## config.mk

```make
export PLATFORM = sky130hd
export DESIGN_NAME = vga_frame_reader_flat
export DESIGN_NICKNAME = d
export VERILOG_FILES = /design/src/rtl/vga_pkg.sv /design/src/rtl/vga_frame_reader_if.sv /design/src/rtl/vga_timing.sv /design/src/rtl/vga_frame_reader.sv /design/src/flat_wrapper.sv
export SDC_FILE = /design/constraint.sdc
export NUM_CORES = 1
export LEC_CHECK = 0
export ABC_AREA = 1
export BUFFER_PORTS_ARGS = -buffer_cell sky130_fd_sc_hd__clkbuf_2
export CAP_MARGIN = 20
export CORE_MARGIN = 2
export CORE_UTILIZATION = 30
export CTS_CLUSTER_DIAMETER = 80
export DETAILED_ROUTE_END_ITERATION = 12
export SETUP_SLACK_MARGIN = 0.4
export SKIP_CTS_REPAIR_TIMING = 1
export SYNTH_ARGS = -nofsm -noshare
export SYNTH_HDL_FRONTEND = slang
export SYNTH_HIERARCHICAL = 1
export SYNTH_SLANG_ARGS = --single-unit
```

## constraint.sdc

```tcl
create_clock -name clk -period 2.28 [get_ports clk]
set_input_delay 0 -clock clk [delete_from_list [all_inputs] [get_ports clk]]
set_output_delay 0 -clock clk [all_outputs]
set_load 0.005 [all_outputs]
```

## src/rtl/vga_pkg.sv

```systemverilog
// Shared constants and payload types for the VGA frame reader slice.
package vga_pkg;

   // 640x480@60 raster timing
   localparam int unsigned H_ACTIVE = 640;
   localparam int unsigned H_FP     = 16;
   localparam int unsigned H_SYNC   = 96;
   localparam int unsigned H_BP     = 48;
   localparam int unsigned H_TOTAL  = H_ACTIVE + H_FP + H_SYNC + H_BP;
   localparam int unsigned V_ACTIVE = 480;
   localparam int unsigned V_FP     = 10;
   localparam int unsigned V_SYNC   = 2;
   localparam int unsigned V_BP     = 33;
   localparam int unsigned V_TOTAL  = V_ACTIVE + V_FP + V_SYNC + V_BP;

   // Centred image geometry and RAM sizing
   localparam int unsigned IMG_W  = 320;
   localparam int unsigned IMG_H  = 240;
   localparam int unsigned X_OFF  = 160;
   localparam int unsigned Y_OFF  = 120;
   localparam int unsigned ADDR_W = 17;
   localparam int unsigned PIX_W  = 8;
   localparam int unsigned CNT_W  = 10;

   // Sync pulses are active low
   localparam logic SYNC_ACTIVE = 1'b0;

   // Control flags that travel alongside a pixel through the read pipeline
   typedef struct packed {
      logic active;
      logic hs;
      logic vs;
      logic rd;
   } pix_flags_t;

   localparam pix_flags_t FLAGS_RST = '{active: 1'b0, hs: ~SYNC_ACTIVE, vs: ~SYNC_ACTIVE, rd: 1'b0};

endpackage

```

## src/rtl/vga_frame_reader_if.sv

```systemverilog
// Frame-buffer read port plus VGA sink signals of the frame reader.
interface vga_frame_reader_if;
   import vga_pkg::*;

   logic              img_valid;
   logic [ADDR_W-1:0] mem_addr;
   logic              mem_rd_en;
   logic [PIX_W-1:0]  mem_data;
   logic              vga_hs;
   logic              vga_vs;
   logic              vga_de;
   logic [PIX_W-1:0]  vga_r;
   logic [PIX_W-1:0]  vga_g;
   logic [PIX_W-1:0]  vga_b;
   logic              frame_start;

   modport master (
      input  img_valid, mem_data,
      output mem_addr, mem_rd_en, vga_hs, vga_vs, vga_de, vga_r, vga_g, vga_b, frame_start
   );

   modport slave (
      output img_valid, mem_data,
      input  mem_addr, mem_rd_en, vga_hs, vga_vs, vga_de, vga_r, vga_g, vga_b, frame_start
   );

endinterface

```

## src/rtl/vga_timing.sv

```systemverilog
// Raster counters with sync, active-video, image-window and frame-start decode.
module vga_timing
   import vga_pkg::*;
#(
   parameter int unsigned H_ACT    = H_ACTIVE,
   parameter int unsigned H_FRONT  = H_FP,
   parameter int unsigned H_PULSE  = H_SYNC,
   parameter int unsigned H_BACK   = H_BP,
   parameter int unsigned V_ACT    = V_ACTIVE,
   parameter int unsigned V_FRONT  = V_FP,
   parameter int unsigned V_PULSE  = V_SYNC,
   parameter int unsigned V_BACK   = V_BP,
   parameter int unsigned IMG_COLS = IMG_W,
   parameter int unsigned IMG_ROWS = IMG_H,
   parameter int unsigned COL_OFF  = X_OFF,
   parameter int unsigned ROW_OFF  = Y_OFF
) (
   input  logic clk,
   input  logic reset,
   output logic active_c,
   output logic hs_c,
   output logic vs_c,
   output logic win_c,
   output logic origin_c,
   output logic frame_start
);

   localparam int unsigned H_TOT = H_ACT + H_FRONT + H_PULSE + H_BACK;
   localparam int unsigned V_TOT = V_ACT + V_FRONT + V_PULSE + V_BACK;

   localparam logic [CNT_W-1:0] H_LAST = CNT_W'(H_TOT - 1);
   localparam logic [CNT_W-1:0] V_LAST = CNT_W'(V_TOT - 1);
   localparam logic [CNT_W-1:0] H_VIS  = CNT_W'(H_ACT);
   localparam logic [CNT_W-1:0] V_VIS  = CNT_W'(V_ACT);
   localparam logic [CNT_W-1:0] HS_BEG = CNT_W'(H_ACT + H_FRONT);
   localparam logic [CNT_W-1:0] HS_END = CNT_W'(H_ACT + H_FRONT + H_PULSE);
   localparam logic [CNT_W-1:0] VS_BEG = CNT_W'(V_ACT + V_FRONT);
   localparam logic [CNT_W-1:0] VS_END = CNT_W'(V_ACT + V_FRONT + V_PULSE);
   localparam logic [CNT_W-1:0] X_BEG  = CNT_W'(COL_OFF);
   localparam logic [CNT_W-1:0] X_END  = CNT_W'(COL_OFF + IMG_COLS);
   localparam logic [CNT_W-1:0] Y_BEG  = CNT_W'(ROW_OFF);
   localparam logic [CNT_W-1:0] Y_END  = CNT_W'(ROW_OFF + IMG_ROWS);

   logic [CNT_W-1:0] h_cnt;
   logic [CNT_W-1:0] v_cnt;

   // Horizontal counter wraps every line; vertical counter steps on each horizontal wrap.
   always_ff @(posedge clk) begin
      if (reset) begin
         h_cnt <= '0;
         v_cnt <= '0;
      end else if (h_cnt == H_LAST) begin
         h_cnt <= '0;
         v_cnt <= (v_cnt == V_LAST) ? '0 : v_cnt + 1'b1;
      end else begin
         h_cnt <= h_cnt + 1'b1;
      end
   end

   // Position decode for the current counter value.
   always_comb begin
      active_c = (h_cnt < H_VIS) && (v_cnt < V_VIS);
      hs_c     = ((h_cnt >= HS_BEG) && (h_cnt < HS_END)) ? SYNC_ACTIVE : ~SYNC_ACTIVE;
      vs_c     = ((v_cnt >= VS_BEG) && (v_cnt < VS_END)) ? SYNC_ACTIVE : ~SYNC_ACTIVE;
      win_c    = (h_cnt >= X_BEG) && (h_cnt < X_END) && (v_cnt >= Y_BEG) && (v_cnt < Y_END);
      origin_c = (h_cnt == '0) && (v_cnt == '0);
   end

   // Frame-start pulse, one cycle behind the origin position.
   always_ff @(posedge clk) begin
      if (reset) frame_start <= 1'b0;
      else       frame_start <= origin_c;
   end

endmodule

```

## src/rtl/vga_frame_reader.sv

```systemverilog
// Streams the centred grayscale image from a 1-cycle-latency RAM to a VGA sink.
module vga_frame_reader
   import vga_pkg::*;
#(
   parameter int unsigned H_ACT    = H_ACTIVE,
   parameter int unsigned H_FRONT  = H_FP,
   parameter int unsigned H_PULSE  = H_SYNC,
   parameter int unsigned H_BACK   = H_BP,
   parameter int unsigned V_ACT    = V_ACTIVE,
   parameter int unsigned V_FRONT  = V_FP,
   parameter int unsigned V_PULSE  = V_SYNC,
   parameter int unsigned V_BACK   = V_BP,
   parameter int unsigned IMG_COLS = IMG_W,
   parameter int unsigned IMG_ROWS = IMG_H,
   parameter int unsigned COL_OFF  = X_OFF,
   parameter int unsigned ROW_OFF  = Y_OFF
) (
   input logic                 clk,
   input logic                 reset,
   vga_frame_reader_if.master  bus
);

   logic              active_c;
   logic              hs_c;
   logic              vs_c;
   logic              win_c;
   logic              origin_c;
   logic              rd_c;
   logic              show_img;
   logic [ADDR_W-1:0] addr_cnt;
   pix_flags_t        s1;
   pix_flags_t        s2;

   vga_timing #(
      .H_ACT    (H_ACT),
      .H_FRONT  (H_FRONT),
      .H_PULSE  (H_PULSE),
      .H_BACK   (H_BACK),
      .V_ACT    (V_ACT),
      .V_FRONT  (V_FRONT),
      .V_PULSE  (V_PULSE),
      .V_BACK   (V_BACK),
      .IMG_COLS (IMG_COLS),
      .IMG_ROWS (IMG_ROWS),
      .COL_OFF  (COL_OFF),
      .ROW_OFF  (ROW_OFF)
   ) u_timing (
      .clk         (clk),
      .reset       (reset),
      .active_c    (active_c),
      .hs_c        (hs_c),
      .vs_c        (vs_c),
      .win_c       (win_c),
      .origin_c    (origin_c),
      .frame_start (bus.frame_start)
   );

   // A read is due for every window pixel of a frame that was declared valid at its origin.
   assign rd_c = win_c & show_img;

   // Decide once per frame whether to show the image, so mid-frame changes wait a frame.
   always_ff @(posedge clk) begin
      if (reset)         show_img <= 1'b0;
      else if (origin_c) show_img <= bus.img_valid;
   end

   // Raster-order address: one increment per issued read, restarted at every frame origin.
   always_ff @(posedge clk) begin
      if (reset)         addr_cnt <= '0;
      else if (origin_c) addr_cnt <= '0;
      else if (rd_c)     addr_cnt <= addr_cnt + 1'b1;
   end

   // Stage 1: issue the RAM read and capture the position flags; address holds between reads.
   always_ff @(posedge clk) begin
      if (reset) begin
         bus.mem_rd_en <= 1'b0;
         bus.mem_addr  <= '0;
         s1            <= FLAGS_RST;
      end else begin
         bus.mem_rd_en <= rd_c;
         if (rd_c) bus.mem_addr <= addr_cnt;
         s1 <= '{active: active_c, hs: hs_c, vs: vs_c, rd: rd_c};
      end
   end

   // Stage 2: flags wait one cycle while the RAM produces the pixel.
   always_ff @(posedge clk) begin
      if (reset) s2 <= FLAGS_RST;
      else       s2 <= s1;
   end

   // Stage 3: register the sink outputs; grey goes to all three channels, everything else is black.
   always_ff @(posedge clk) begin
      if (reset) begin
         bus.vga_hs <= ~SYNC_ACTIVE;
         bus.vga_vs <= ~SYNC_ACTIVE;
         bus.vga_de <= 1'b0;
         bus.vga_r  <= '0;
         bus.vga_g  <= '0;
         bus.vga_b  <= '0;
      end else begin
         bus.vga_hs <= s2.hs;
         bus.vga_vs <= s2.vs;
         bus.vga_de <= s2.active;
         bus.vga_r  <= s2.rd ? bus.mem_data : '0;
         bus.vga_g  <= s2.rd ? bus.mem_data : '0;
         bus.vga_b  <= s2.rd ? bus.mem_data : '0;
      end
   end

endmodule

```

## src/flat_wrapper.sv

```systemverilog
// flat-port wrapper written by rule: the top's interface ports become plain ports
module vga_frame_reader_flat import vga_pkg::*;
#(
   parameter int unsigned H_ACT    = H_ACTIVE,
   parameter int unsigned H_FRONT  = H_FP,
   parameter int unsigned H_PULSE  = H_SYNC,
   parameter int unsigned H_BACK   = H_BP,
   parameter int unsigned V_ACT    = V_ACTIVE,
   parameter int unsigned V_FRONT  = V_FP,
   parameter int unsigned V_PULSE  = V_SYNC,
   parameter int unsigned V_BACK   = V_BP,
   parameter int unsigned IMG_COLS = IMG_W,
   parameter int unsigned IMG_ROWS = IMG_H,
   parameter int unsigned COL_OFF  = X_OFF,
   parameter int unsigned ROW_OFF  = Y_OFF
)
  (clk, reset, bus_img_valid, bus_mem_data, bus_mem_addr, bus_mem_rd_en, bus_vga_hs, bus_vga_vs, bus_vga_de, bus_vga_r, bus_vga_g, bus_vga_b, bus_frame_start);
  vga_frame_reader_if bus_i ();
  input logic clk;
  input logic reset;
  input wire logic [$bits(bus_i.img_valid)-1:0] bus_img_valid;
  input wire logic [$bits(bus_i.mem_data)-1:0] bus_mem_data;
  output wire logic [$bits(bus_i.mem_addr)-1:0] bus_mem_addr;
  output wire logic [$bits(bus_i.mem_rd_en)-1:0] bus_mem_rd_en;
  output wire logic [$bits(bus_i.vga_hs)-1:0] bus_vga_hs;
  output wire logic [$bits(bus_i.vga_vs)-1:0] bus_vga_vs;
  output wire logic [$bits(bus_i.vga_de)-1:0] bus_vga_de;
  output wire logic [$bits(bus_i.vga_r)-1:0] bus_vga_r;
  output wire logic [$bits(bus_i.vga_g)-1:0] bus_vga_g;
  output wire logic [$bits(bus_i.vga_b)-1:0] bus_vga_b;
  output wire logic [$bits(bus_i.frame_start)-1:0] bus_frame_start;
  assign bus_i.img_valid = bus_img_valid;
  assign bus_i.mem_data = bus_mem_data;
  assign bus_mem_addr = bus_i.mem_addr;
  assign bus_mem_rd_en = bus_i.mem_rd_en;
  assign bus_vga_hs = bus_i.vga_hs;
  assign bus_vga_vs = bus_i.vga_vs;
  assign bus_vga_de = bus_i.vga_de;
  assign bus_vga_r = bus_i.vga_r;
  assign bus_vga_g = bus_i.vga_g;
  assign bus_vga_b = bus_i.vga_b;
  assign bus_frame_start = bus_i.frame_start;
  vga_frame_reader #(.H_ACT(H_ACT), .H_FRONT(H_FRONT), .H_PULSE(H_PULSE), .H_BACK(H_BACK), .V_ACT(V_ACT), .V_FRONT(V_FRONT), .V_PULSE(V_PULSE), .V_BACK(V_BACK), .IMG_COLS(IMG_COLS), .IMG_ROWS(IMG_ROWS), .COL_OFF(COL_OFF), .ROW_OFF(ROW_OFF)) u_core (.clk(clk), .reset(reset), .bus(bus_i));
endmodule
```

==> impl_results.md <==
- Status: finished clean
- Num CTS Buffers: 9
- Worst slew margin: 0.696
- # IOs: 57
- Syn_nets: 489
- Layout cells sized above 1: 0.244
- Crit path launch: u_core/u_timing/v_cnt[6]
- Leak pwr: 1.80 nW
- Core area: 11400 µm²
- RSZ-0062 raised after global routing: yes
- Total negative setup slack: 0 ns
- Storage cell area: 1510 µm²
- Most Crowded Layer GR: met2
- Final count of hold timing violations: 0
- Pin count of the biggest net entering global routing: 21
- Final slew viol count: 0
- Post-synthesis sequential area ratio: 0.430
- MaxCap Viol Count: 0
- Antenna-violating nets left: 0
- Via count: 3013
- Met2 Use GR: 0.199
- Peak VDD IR: 0.519 mV
- Critical path's slowest cell: dfxtp_2
- Die Ht: 112 µm
- Global-route wire length before repair: 12300 µm
- Met3 Usage GRT: 0.0359
- Fillers: 1156
- Syn Area/Cell: 7.39 µm²
- Total clock sinks: 75
- HP Start: reset
- Crit path time final: 1.72 ns
- Tcrit/Tclk final: 0.754
- Clock Tree Buf Depth: 2
- Initial Util: 0.307
- PortBufs: 56
- Clk pin slew, worst setup/hold paths: 0.06 ns
- Ant diodes: 0
- RR Startpoint: u_core/u_timing/v_cnt[6]
- Area of the multi-input gates: 1590 µm²
- Worst setup margin: 0.562 ns
- Synth cell types: 33
- Hold Path Class: input pin to flip-flop
- H-tree levels: 3
- Post-Syn Area: 3490 µm²
- Setup-failing EPs final: 0
- DRT Wirelength: 7310 µm
- WP data arrival: 1.94 ns
- GRT met1 Usage: 0.147
- CP Capture Type: flip-flop
- Chip width: 112 µm
- DRC viols: 0
- Max frequency: 582 MHz
- Remaining Overflow, GRT: 0
- Most common cell on crit path: nand2_1
- Die Area: 12500 µm²
- Row cnt: 39
- Fin nets: 544
- Pwr dens: 639 nW/µm²
- Worst path cell trace: nand2_1 -> nor2_2 -> inv_1 -> nand2_1 -> nand2_1 -> a21oi_2 -> nand2_2 -> clkinv_4 -> buf_4 -> nand3_2 -> nor2_1 -> nand2_1 -> nand2_1 -> nor2_1
- Post-DP HPWL: 5260 µm
- GPL Wtd Cong: 0.849
- Clock Skews: 0.00617 ns
- Syn Inst Count: 473
- Hold path depth: 2
- CTS tree: yes
- GRT Util Overall: 0.121
- Vias in the first global route: 2760
- CP required: 2.50 ns
- Area growth syn-to-layout: 20.1%
- Initial DRC Count: 182
- Worst-Skew Late Latency: 0.33 ns
- Vias per cell: 4.46
- Synth Register Bits: 75
- Antenna violations before repair: 0
- Worst Max-Slew Pin Slew: 0.456 ns
- Synth warn: 6
- Worst reg2reg path depth: 14
- Wire per inst: 10.8 µm
- Setup CP Type: flip-flop to flip-flop
- Critical Path Source Type: flip-flop
- Drt first pass iters: 4
- Place WS: 0.305 ns
- Root Driver: clkbuf_16
- Post-layout utilization of the core: 0.369
- Slowest Stage Delay on Critical Path: 0.37 ns
- Max FO, Critical Path: 7
[layer usage]
layer | share of wire | vias up
met3 | 0.044 | 11
met2 | 0.47 | 75
li1 | - | 1593
met5 | 0 | -
met4 | 0.023 | 0
met1 | 0.46 | 1334
[state kept, by name (all words and copies together), names as in the netlist]
name                         count
u_core/s2                        4
u_core/u_timing/v_cnt           10
u_core/u_timing/h_cnt           10
u_core/u_timing/frame_start      1
u_core/bus.vga_b                 8
u_core/bus.vga_vs                1
u_core/s1                        4
u_core/bus.vga_de                1
u_core/bus.vga_hs                1
u_core/bus.mem_addr             17
u_core/show_img                  1
u_core/addr_cnt                 17
[cell type report]
| class | count | area share |
|---|---|---|
| multi-input combinational | 306 | 0.378 |
| sequential | 75 | 0.359 |
| timing repair buffer | 70 | 0.0972 |
| inverter | 66 | 0.0605 |
| clock buffer | 11 | 0.0554 |
| tap | 143 | 0.0426 |
| clock inverter | 5 | 0.00715 |
[layout by cell type, fill, tap and decap left out, types with 3 or more instances in the layout]
cell / count
a21oi_1: 31
a21oi_2: 4
buf_4: 5
clkbuf_16: 9
clkbuf_2: 56
clkinv_2: 4
dfxtp_1: 70
dfxtp_2: 5
dlygate4sd3_1: 9
ha_1: 5
inv_1: 59
inv_2: 5
nand2_1: 88
nand2_2: 6
nand3_1: 26
nand3_2: 4
nand4_1: 8
nor2_1: 67
nor2_2: 8
nor2_4: 8
nor3_1: 6
o21ai_0: 20
o21ai_1: 3
or2_2: 6
[path summary, 6_finish.rpt]
path              slack (ns)             endpoint
setup / recovery        0.56  u_core/addr_cnt[12]
hold / removal          0.16         u_core/s1[3]
setup reg to reg        0.56  u_core/addr_cnt[12]
hold reg to reg         0.41         u_core/s2[3]
[cell usage after synthesis]
cell type,number,area share
xnor2_1,2,0.0050
clkbuf_1,1,0.0011
inv_2,6,0.0064
nand3_1,27,0.039
nor2_2,8,0.014
clkinv_2,1,0.0014
ha_1,5,0.018
nor3_4,2,0.0093
a211oi_1,2,0.0043
nand2_4,2,0.0064
nor2_1,69,0.074
or2_2,6,0.011
nand2_2,5,0.0090
nand4_1,8,0.014
inv_1,59,0.063
o21ai_1,3,0.0043
nor3_2,1,0.0029
o211ai_1,2,0.0043
o311ai_0,1,0.0025
buf_4,17,0.037
nand3_4,2,0.010
buf_2,6,0.0086
buf_6,2,0.0064
dfxtp_1,75,0.43
a21oi_2,3,0.0075
o21ai_0,20,0.029
nand2_1,89,0.096
nor4_1,1,0.0018
xor2_1,1,0.0025
nor3_1,6,0.0086
nor2_4,6,0.019
a21oi_1,32,0.046
nand3_2,3,0.0086
[cell families (layout without fill, tap and decap cells)]
group | count (synthesis) | count (layout) | synth area share
adders and majority gates | 5 | 5 | 0.0179
AOI/OAI and AO/OA | 63 | 63 | 0.0974
buffers and inverters | 92 | 152 | 0.124
xor gates and xnor gates | 3 | 3 | 0.00752
DFF | 75 | 75 | 0.430
and+or+nand+nor | 235 | 235 | 0.324
[worst max-delay path: cells and delay by family (launching register included)]
kind | cells | cell delay, ns
compound gates | 1 | 0.20
flops | 1 | 0.37
simple gates | 10 | 0.81
buf+inv | 3 | 0.23
[where the power goes]
group	leakage [nW]	internal (mW)	total [mW]	switching [mW]
Combinational	1.06	0.0431	0.103	0.0601
Sequential	0.609	1.32	1.33	0.00957
Clock	0.125	0.730	1.25	0.516
[per-stage QoR]
stage	hold slack [ns]	cells	area (µm²)	total power, mW
6_report	0.158	676	4200	2.68
5_1_grt	0.190	676	4200	2.81
4_1_cts	-0.150	665	4060	2.71
3_5_place_dp	0.204	649	3790	1.45
3_3_place_gp	0.201	649	3790	1.44
2_1_floorplan	0.0780	473	3490	1.42
(Power assumes the default switching activity.)
